`src/rtl/sargantana_icache_refill.sv`:
```
// Instruction-cache refill writer: collects N_BEATS beats into one line, then writes it to the victim way.
// Optional macro SARGANTANA_ICACHE_REFILL_RR_VICTIM_EN selects an internal round-robin victim pointer.
module sargantana_icache_refill #(
   parameter int ICACHE_N_WAY = 4,
   parameter int SET_WIDHT    = 256,
   parameter int ADDR_WIDHT   = 6,
   parameter int BEAT_WIDHT   = 64
) (
   input  logic                    clk_i,
   input  logic                    rstn_i,
   input  logic                    miss_valid_i,
   output logic                    miss_ready_o,
   input  logic [ADDR_WIDHT-1:0]   miss_idx_i,
   input  logic [ICACHE_N_WAY-1:0] miss_way_i,
   input  logic                    kill_i,
   input  logic                    beat_valid_i,
   output logic                    beat_ready_o,
   input  logic [BEAT_WIDHT-1:0]   beat_data_i,
   output logic [ICACHE_N_WAY-1:0] mem_req_o,
   output logic                    mem_we_o,
   output logic [ADDR_WIDHT-1:0]   mem_addr_o,
   output logic [SET_WIDHT-1:0]    mem_data_o,
   output logic                    busy_o,
   output logic                    done_o
);

   localparam int N_BEATS = SET_WIDHT / BEAT_WIDHT;
   localparam int CNT_W   = $clog2(N_BEATS);
   localparam logic [CNT_W-1:0] LAST_BEAT = CNT_W'(N_BEATS - 1);

   typedef enum logic [1:0] {IDLE, FILL, WRITE} state_t;

   state_t                  r_state;
   state_t                  w_state_nxt;
   logic [CNT_W-1:0]        r_cnt;
   logic [ADDR_WIDHT-1:0]   r_idx;
   logic [ICACHE_N_WAY-1:0] r_way;
   logic [SET_WIDHT-1:0]    r_line;
   logic [ICACHE_N_WAY-1:0] w_victim;
   logic                    w_miss_acc;
   logic                    w_beat_acc;

   assign w_miss_acc = (r_state == IDLE) && miss_valid_i;
   // A beat arriving together with kill is dropped so the partial line is not extended.
   assign w_beat_acc = (r_state == FILL) && beat_valid_i && !kill_i;

`ifdef SARGANTANA_ICACHE_REFILL_RR_VICTIM_EN
   logic [ICACHE_N_WAY-1:0] r_rr_ptr;

   always_ff @(posedge clk_i) begin
      if (!rstn_i) begin
         r_rr_ptr <= ICACHE_N_WAY'(1);
      end else if (r_state == WRITE) begin
         r_rr_ptr <= {r_rr_ptr[ICACHE_N_WAY-2:0], r_rr_ptr[ICACHE_N_WAY-1]};
      end
   end

   assign w_victim = r_rr_ptr;
`else
   assign w_victim = miss_way_i;
`endif

   always_comb begin
      w_state_nxt = r_state;
      case (r_state)
         IDLE:    if (miss_valid_i) w_state_nxt = FILL;
         FILL: begin
            if (kill_i)                                 w_state_nxt = IDLE;
            else if (beat_valid_i && r_cnt == LAST_BEAT) w_state_nxt = WRITE;
         end
         WRITE:   w_state_nxt = IDLE;
         default: w_state_nxt = IDLE;
      endcase
   end

   always_ff @(posedge clk_i) begin
      if (!rstn_i) begin
         r_state <= IDLE;
         r_cnt   <= '0;
         r_idx   <= '0;
         r_way   <= '0;
         r_line  <= '0;
      end else begin
         r_state <= w_state_nxt;
         if (w_miss_acc) begin
            r_idx <= miss_idx_i;
            r_way <= w_victim;
            r_cnt <= '0;
         end
         if (w_beat_acc) begin
            r_cnt <= r_cnt + CNT_W'(1);
            for (int k = 0; k < N_BEATS; k++) begin
               if (r_cnt == CNT_W'(k)) r_line[k*BEAT_WIDHT +: BEAT_WIDHT] <= beat_data_i;
            end
         end
      end
   end

   assign miss_ready_o = (r_state == IDLE);
   assign beat_ready_o = (r_state == FILL);
   assign busy_o       = (r_state != IDLE);
   assign done_o       = (r_state == WRITE);
   assign mem_we_o     = (r_state == WRITE);
   assign mem_req_o    = (r_state == WRITE) ? r_way : '0;
   assign mem_addr_o   = r_idx;
   assign mem_data_o   = r_line;

endmodule

```
`config.mk`:
```
export PLATFORM = sky130hd
export DESIGN_NAME = sargantana_icache_refill
export DESIGN_NICKNAME = d
export VERILOG_FILES = /design/src/rtl/sargantana_icache_refill.sv
export SDC_FILE = /design/constraint.sdc
export NUM_CORES = 1
export LEC_CHECK = 0
export ABC_AREA = 1
export BUFFER_PORTS_ARGS = -buffer_cell sky130_fd_sc_hd__buf_2
export CELL_PAD_IN_SITES_DETAIL_PLACEMENT = 1
export CELL_PAD_IN_SITES_GLOBAL_PLACEMENT = 2
export CORE_MARGIN = 5
export CORE_UTILIZATION = 26
export DETAILED_ROUTE_END_ITERATION = 8
export GPL_ROUTABILITY_DRIVEN = 0
export MAX_ROUTING_LAYER = met4
export PLACE_DENSITY_LB_ADDON = 0.1
export REMOVE_ABC_BUFFERS = 1
export SETUP_SLACK_MARGIN = 0.05
export SLEW_MARGIN = 20
export SYNTH_ARGS = -nofsm -noshare
export SYNTH_HDL_FRONTEND = slang
export SYNTH_SLANG_ARGS = --single-unit
export TNS_END_PERCENT = 30
```
`constraint.sdc`:
```
create_clock -name clk_i -period 1.5 [get_ports clk_i]
set_input_delay 0.15 -clock clk_i [delete_from_list [all_inputs] [get_ports clk_i]]
set_output_delay 0.15 -clock clk_i [all_outputs]
set_load 0.1 [all_outputs]
```
## Word-level counts from Yosys, hierarchy flattened

Index checks and enable logic that the tools add are counted.

- Bits of input ports: 79
- Output and inout port bits: 271
- Bits in registers: 270
- Logic and storage cells: 37

- Reduce and logical (&&, ||, !) cells: 14
- Add/subtract/negate cells: 1
- Muxes and demuxes: 7
- Equal/unequal tests: 7

Operators by type and width:

| kind | number |
|---|---|
| $mux 2 | 5 |
| $reduce_and 2->1 | 5 |
| $eq 2x2->1 const B | 3 |
| $eq 2x1->1 const B | 2 |
| $logic_and 1x1->1 | 4 |
| $logic_not 2->1 | 2 |
| $mux 4 | 1 |
| $pmux 2 s2 | 1 |
| $reduce_bool 2->1 | 2 |
| $ne 3x2->1 const B | 1 |
| $add 2x1->2 const B | 1 |
| $ne 2x2->1 const B | 1 |
| $logic_not 1->1 | 1 |

## Depth between registers and ports, before layout

Gate-level depths: netlist of run 1.

- Word-level depth: 5
- Depth in mapped cells: 9
- Depth with buffers taken out: 7

## Least setup slack after synthesis of run 1

Ideal clock, no wire load.

- Kind: register to output
- Start point: register r_state[1]
- End point: output mem_req_o[0]
- Required time: 1350 ps
- Arrival: 3351 ps
- Cell stages (with the launch flop): 5
- Path buffers: 0
- Slack: -2001 ps
- Cells stage by stage: dfxtp_1 > inv_1 > nor2_1 > inv_1 > nor2_1

- Longest elaborated chain between the ends: 2

RTL lines:

| item | line | source |
|---|---|---|
| start: declaration | 33 | `state_t r_state;` |
| start signal: assignment | 84 | `r_state <= w_state_nxt;` |
| $eq 2x2->1 | -- |  |
| named net done_o | 24 | `output logic done_o` |
| $mux 4 | 104 | `assign mem_req_o = (r_state == WRITE) ? r_way : '0;` |
| end: declaration | 19 | `output logic [ICACHE_N_WAY-1:0] mem_req_o,` |

The timed path passes the listed nets, and every way through them passes these cells.

## Worst setup path in the final report of run 1

- Start point: register r_state[1]
- End point: output beat_ready_o

- Longest elaborated chain between the ends: 1

RTL lines:

| item | line | source |
|---|---|---|
| $eq 2x1->1 | 100 | `assign beat_ready_o = (r_state == FILL);` |
| end: declaration | 17 | `output logic beat_ready_o,` |

Every way passes these cells.

==> results.sh, run 1 <==
export IMPL_status="finished with violations"
export IMPL_violations="negative setup slack"
export IMPL_io_buffers=349
export IMPL_htreeDepth=2
export IMPL_use_met2_pct=30.9
export IMPL_dp_cells=2564
export IMPL_p_switching_mw=4.67
export IMPL_ys_ff_latch=270
export IMPL_layout_common_cells="nor2_1 (475), nand2_1 (463), buf_4 (279)"
export IMPL_synth_async_reset_ratio_pct=0
export IMPL_slew_headroom_pct=78.4
export IMPL_gr_usage_all_layers_pct=18.6
export IMPL_cp_end_kind="output port"
export IMPL_hp_class="in -> reg"
export IMPL_die_w_um=215
export IMPL_die_height_um=215
export IMPL_drt_iter0_markers=360
export IMPL_critPathKind="reg -> out"
export IMPL_drive_gt1_share_pct=28.7
export IMPL_clock_latency_ps=540
export IMPL_finalPower_mw=17.9
export IMPL_gr_usage_met3_pct=6.31
export IMPL_p_int_mw=13.3
export IMPL_synth_edff_count=0
export IMPL_finalWirelength_mm=45.5
export IMPL_cts_root_buffer="clkbuf_16"
export IMPL_power_density_mw_per_mm2=996
export IMPL_drc=0
export IMPL_critPathLaunchType="flop"
export IMPL_grt_busiest_layer="met2"
export IMPL_cts_buffers=35
export IMPL_ant_nets=0
export IMPL_yosysSeqAreaShare_pct=49.2
export IMPL_switching_share_pct=26.1
export IMPL_peakVddDrop_uv=781
export IMPL_num_nets_final=2279
export IMPL_fmax_mhz=602
export IMPL_p_clk_share_pct=48.6
export IMPL_synthesis_area_mm2=0.0110
export IMPL_fin_ws_ps=-160
export IMPL_tightest_slew_ps=326
export IMPL_maxCapViolCount=0
export IMPL_grt_setup_unrepaired="true"
export IMPL_pwr_share_comb_pct=10.5
export IMPL_synth_flop_cell="dfxtp_1"
export IMPL_overflow=0
export IMPL_rows=75
export IMPL_start_util_pct=26.2
export IMPL_cellLeakagePower_nw=9.62
export IMPL_drt_pass1_iterations=4
export IMPL_syn_inst=1707
export IMPL_grt_pass1_vias=11700
export IMPL_grt_start_max_net_pins=53
export IMPL_final_max_slew_viol_count=0
export IMPL_postSynthAreaPerCell_um2=6.43
export IMPL_grt_pass1_wl_mm=67.0
export IMPL_crit_required_ps=1350
export IMPL_met1_usage_pct=21.9
export IMPL_post_dp_hpwl_mm=28.6
export IMPL_tns_ps=-16310
export IMPL_cts_clk_slew_worst_paths_ps=60
export IMPL_ys_warn_count=0
export IMPL_hold_violations=0
export IMPL_cts_buffer_depth=3
export IMPL_final_common_cell="nor2_1"
export IMPL_seq_power_share_pct=40.9
export IMPL_crit_fanout=3
export IMPL_fin_skew_ps=7.53
export IMPL_synth_distinct_cells=17
export IMPL_setup_violations=227
export IMPL_vias_per_cell=4.17
export IMPL_grt_antenna_before_repair=1
export IMPL_core_region_area_mm2=0.0419
export IMPL_fin_crit_ps=1660
export IMPL_wire_per_inst_um=16.5
export IMPL_arrival_ps=1510
export IMPL_die_area_mm2=0.0464
export IMPL_vias=11500
export IMPL_cts_sinks=270
export IMPL_final_cells=2762
export IMPL_area_growth_syn_to_layout_pct=64.0
export IMPL_post_route_period_util_pct=111
export IMPL_ioPinCount=350
export IMPL_cts_tree="done"
export IMPL_fillers=5159
flip-flops by register name (all words and copies together) (netlist names):
name / count
mem_data_o: 256
r_cnt: 2
mem_addr_o: 6
r_way: 4
r_state: 2
per-stage QoR:
stage | area, um2 | hold slack (ps) | setup slack (ps) | util [%]
after floorplan | 10500 | 270 | -3860 | -
after global placement | 13800 | 401 | 40.5 | 33.0
after detailed placement | 13800 | 418 | -27.4 | 33.0
after CTS | 17200 | 67.4 | -197 | 41.2
after global routing | 18000 | 116 | -261 | 43.0
final | 18000 | 99.7 | -160 | 43.0
repair_timing:
action                     4_1_cts  5_1_grt
pin swaps                       24       27
resized for setup              352      108
buffers inserted                18        7
hold endpoints to repair       269        0
gates cloned                    14       20
setup endpoints to repair      433      271
hold buffers                    77        0
cells by family (layout without fill, tap and decap cells):
group / count (synthesis) / in the layout / share of synthesized area [%]
flip-flops: 270 / 270 / 49.2
buffers and inverters: 357 / 872 / 13.1
adder cells (fa/ha/maj): 4 / 4 / 0.456
other: 0 / 1 / 0
AO/OA/AOI/OAI: 18 / 18 / 0.821
AND/OR/NAND/NOR: 1058 / 1058 / 36.4
cells in the mapped netlist, types with 2 or more instances:
library cell | number | area share [%]
buf_1 | 4 | 0.14
buf_6 | 2 | 0.21
buf_4 | 13 | 0.89
o21ai_0 | 11 | 0.50
ha_1 | 4 | 0.46
nand4_1 | 4 | 0.23
nand2_1 | 516 | 18
clkbuf_1 | 43 | 1.5
inv_1 | 268 | 9.2
nor2_1 | 533 | 18
dfxtp_1 | 270 | 49
buf_2 | 26 | 1.2
nand3_1 | 3 | 0.14
a21oi_1 | 7 | 0.32
layout make-up:
class	instances	area (um2)	share of cell area, %
sequential	270	5410	30.1
timing repair buffer	540	5220	29.0
clock buffer	58	1150	6.42
multi-input combinational	1080	4470	24.8
antenna	1	2.50	0.0139
inverter	269	1010	5.62
tap	539	674	3.75
clock inverter	5	50.0	0.278
power by group through the flow:
stage	Clock, mW	Sequential [mW]	Combinational, mW
5_1_grt	9.30	7.34	2.02
4_1_cts	9.04	7.32	1.85
2_1_floorplan	0	8.10	0.352
6_report	8.71	7.32	1.88
3_5_place_dp	0	7.48	1.57
3_3_place_gp	0	7.47	1.56
layer usage:
| layer | wire length, um | part of all wire [%] |
|---|---|---|
| met1 | 19700 | 43 |
| met2 | 21900 | 48 |
| met3 | 3070 | 6.7 |
| met4 | 871 | 1.9 |
| met5 | 0 | 0 |
final timing paths:
| check | startpoint | to | depth (start not counted) | slack (ps) |
|---|---|---|---|---|
| worst min register to register | mem_data_o[231]$_SDFFE_PN0P_ | mem_data_o[231]$_SDFFE_PN0P_ | 2 | 470 |
| worst min-delay path | miss_valid_i | r_way[2]$_SDFFE_PN0P_ | 4 | 100 |
| worst max-delay path | r_state[1]$_SDFFE_PN0P_ | beat_ready_o | 5 | -160 |
| worst max register to register | r_state[1]$_SDFFE_PN0P_ | mem_data_o[179]$_SDFFE_PN0P_ | 9 | -160 |
critical path, cell delays in order, from the launching register on:
cell and delay, ps:
dfxtp_4 350, buf_6 120, nor2_4 120, buf_6 120, buf_6 90, buf_12 160
(Power assumes the default switching activity.)
==> inputs of run 2 (changes only) <==
Settings changed: BUFFER_PORTS_ARGS -buffer_cell sky130_fd_sc_hd__buf_2 to -buffer_cell sky130_fd_sc_hd__buf_4, CORE_MARGIN 5 to 2, GPL_TIMING_DRIVEN set to 0.
==> run 2 against run 1 <==
  * The flow still finishes with violations (negative setup slack)
  * First-iteration DRC count increased by 12%
  * Final cell count hardly changed
  * Routed wire length decreased by 5.2%
  * Via count fell by 0.38%
  * Largest power group unchanged
  * Power is 1.8% lower
  * Highest routed layer unchanged
  * Combinational power hardly changed
  * Worst setup slack worse by 26 ps
==> results.sh, run 2 (synthesis results as in run 1) <==
export IMPL_cts_buffer_depth=3
export IMPL_cts_clk_slew_worst_paths_ps=50
export IMPL_vias=11500
export IMPL_fmax_mhz=593
export IMPL_io_buffers=349
export IMPL_cts_tree="done"
export IMPL_htreeDepth=2
export IMPL_drc=0
export IMPL_die_area_mm2=0.0439
export IMPL_drive_gt1_share_pct=31.8
export IMPL_num_nets_final=2280
export IMPL_post_dp_hpwl_mm=27.1
export IMPL_setup_violations=193
export IMPL_status="finished with violations"
export IMPL_pwr_share_comb_pct=10.8
export IMPL_tightest_slew_ps=573
export IMPL_crit_fanout=8
export IMPL_clock_latency_ps=530
export IMPL_critPathKind="reg -> reg"
export IMPL_seq_power_share_pct=41.6
export IMPL_hp_class="in -> reg"
export IMPL_maxCapViolCount=0
export IMPL_power_density_mw_per_mm2=955
export IMPL_final_cells=2764
export IMPL_core_region_area_mm2=0.0419
export IMPL_tns_ps=-14840
export IMPL_fin_skew_ps=8.77
export IMPL_cts_root_buffer="clkbuf_16"
export IMPL_cts_sinks=270
export IMPL_die_w_um=209
export IMPL_grt_start_max_net_pins=111
export IMPL_drt_iter0_markers=403
export IMPL_vias_per_cell=4.15
export IMPL_overflow=0
export IMPL_violations="negative setup slack"
export IMPL_grt_antenna_before_repair=2
export IMPL_largest_register_ffs=256
export IMPL_gr_usage_all_layers_pct=19.7
export IMPL_dp_cells=2542
export IMPL_p_switching_mw=4.67
export IMPL_die_height_um=209
export IMPL_arrival_ps=2150
export IMPL_p_int_mw=12.9
export IMPL_hold_violations=0
export IMPL_final_common_cell="nor2_1"
export IMPL_cts_buffers=36
export IMPL_p_clk_share_pct=47.6
export IMPL_layout_common_cells="nor2_1 (470), nand2_1 (404), buf_4 (367)"
export IMPL_final_max_slew_viol_count=0
export IMPL_post_route_period_util_pct=112
export IMPL_grt_pass1_wl_mm=65.2
export IMPL_drt_pass1_iterations=6
export IMPL_wire_per_inst_um=15.6
export IMPL_peakVddDrop_uv=604
export IMPL_fin_crit_ps=1690
export IMPL_finalWirelength_mm=43.1
export IMPL_ioPinCount=350
export IMPL_cellLeakagePower_nw=9.70
export IMPL_grt_pass1_vias=11600
export IMPL_area_growth_syn_to_layout_pct=67.9
export IMPL_slew_headroom_pct=61.8
export IMPL_cp_end_kind="flop"
export IMPL_fin_ws_ps=-187
export IMPL_grt_setup_unrepaired="true"
export IMPL_start_util_pct=26.2
export IMPL_hold_slack_ps=134
export IMPL_crit_required_ps=1960
export IMPL_switching_share_pct=26.5
export IMPL_ant_nets=0
export IMPL_rows=75
export IMPL_critPathLaunchType="flop"
export IMPL_final_core_utilization_pct=44.0
==> run 2: cell count changes in the layout (fill, tap and decap cells not counted), moves of 6 or more <==
| cell | before | now |
|---|---|---|
| nor2_4 | 9 | 19 |
| buf_12 | 32 | 43 |
| clkbuf_4 | 6 | 0 |
| clkbuf_16 | 51 | 44 |
| buf_4 | 279 | 367 |
| buf_6 | 30 | 24 |
| nand2_4 | 4 | 22 |
| nand2_1 | 463 | 404 |
| nand2_2 | 49 | 90 |
| buf_2 | 77 | 0 |
==> run 2: timing repair <==
item | in CTS | in global routing
gates resized for setup | 192 | 160
buffers inserted | 47 | 17
hold buffers | 77 | 0
hold endpoints to repair | 270 | 0
gates cloned | 11 | 7
setup endpoints to repair | 255 | 267
pin swaps | 31 | 72
==> run 2: layout make-up <==
class	instances	area [um2]
Timing Repair Buffer	540	5350
Multi-Input combinational cell	1080	4820
Clock inverter	5	25.0
Clock buffer	59	1120
Fill cell	5201	23400
Tap cell	539	674
Sequential cell	270	5420
Inverter	269	1010
Antenna cell	2	5.00
==> run 2: per-stage QoR <==
step | area, um2 | setup WS [ps] | power, mW
after floorplan | 10500 | -3860 | 8.46
after global placement | 13800 | -7220 | 9.09
after detailed placement | 14300 | -728 | 9.08
after CTS | 17700 | -193 | 17.9
after global routing | 18400 | -257 | 18.4
final | 18400 | -187 | 17.6
==> run 2: layer usage <==
layer  global-route usage, %  part of all wire [%]  vias to the layer above
li1                        -                     -                     5851
met1                    22.6                    42                     5326
met2                    33.2                    49                      231
met3                    5.63                   6.4                       60
met4                    6.16                   2.2                        0
met5                       -                     0                        -
==> run 2: worst paths after layout <==
| kind | slack [ps] | cells past startpoint | from | endpoint |
|---|---|---|---|---|
| min | 130 | 3 | miss_valid_i | r_way[0]$_SDFFE_PN0P_ |
| max | -190 | 11 | r_cnt[0]$_SDFFE_PN0P_ | mem_data_o[87]$_SDFFE_PN0P_ |
| min reg2reg | 470 | 2 | mem_data_o[193]$_SDFFE_PN0P_ | mem_data_o[193]$_SDFFE_PN0P_ |
| max reg2reg | -190 | 11 | r_cnt[0]$_SDFFE_PN0P_ | mem_data_o[87]$_SDFFE_PN0P_ |
==> run 2: power by group through the flow <==
stage	combinational, mW	clock (mW)	sequential, mW
after floorplan	0.352	0	8.10
after global placement	1.61	0	7.48
after detailed placement	1.60	0	7.48
after CTS	1.86	8.73	7.32
after global routing	2.02	9.00	7.33
final	1.89	8.39	7.32
==> run 2: critical path, cell delays in order, from the launching register on <==
cell     delay (ps)
dfxtp_2         350
buf_6           120
ha_4            110
nand4_1         120
buf_6           170
buf_8           120
buf_12          120
buf_12          140
buf_12          150
nand2_4          60
nand2_2          40
nor2_2          120
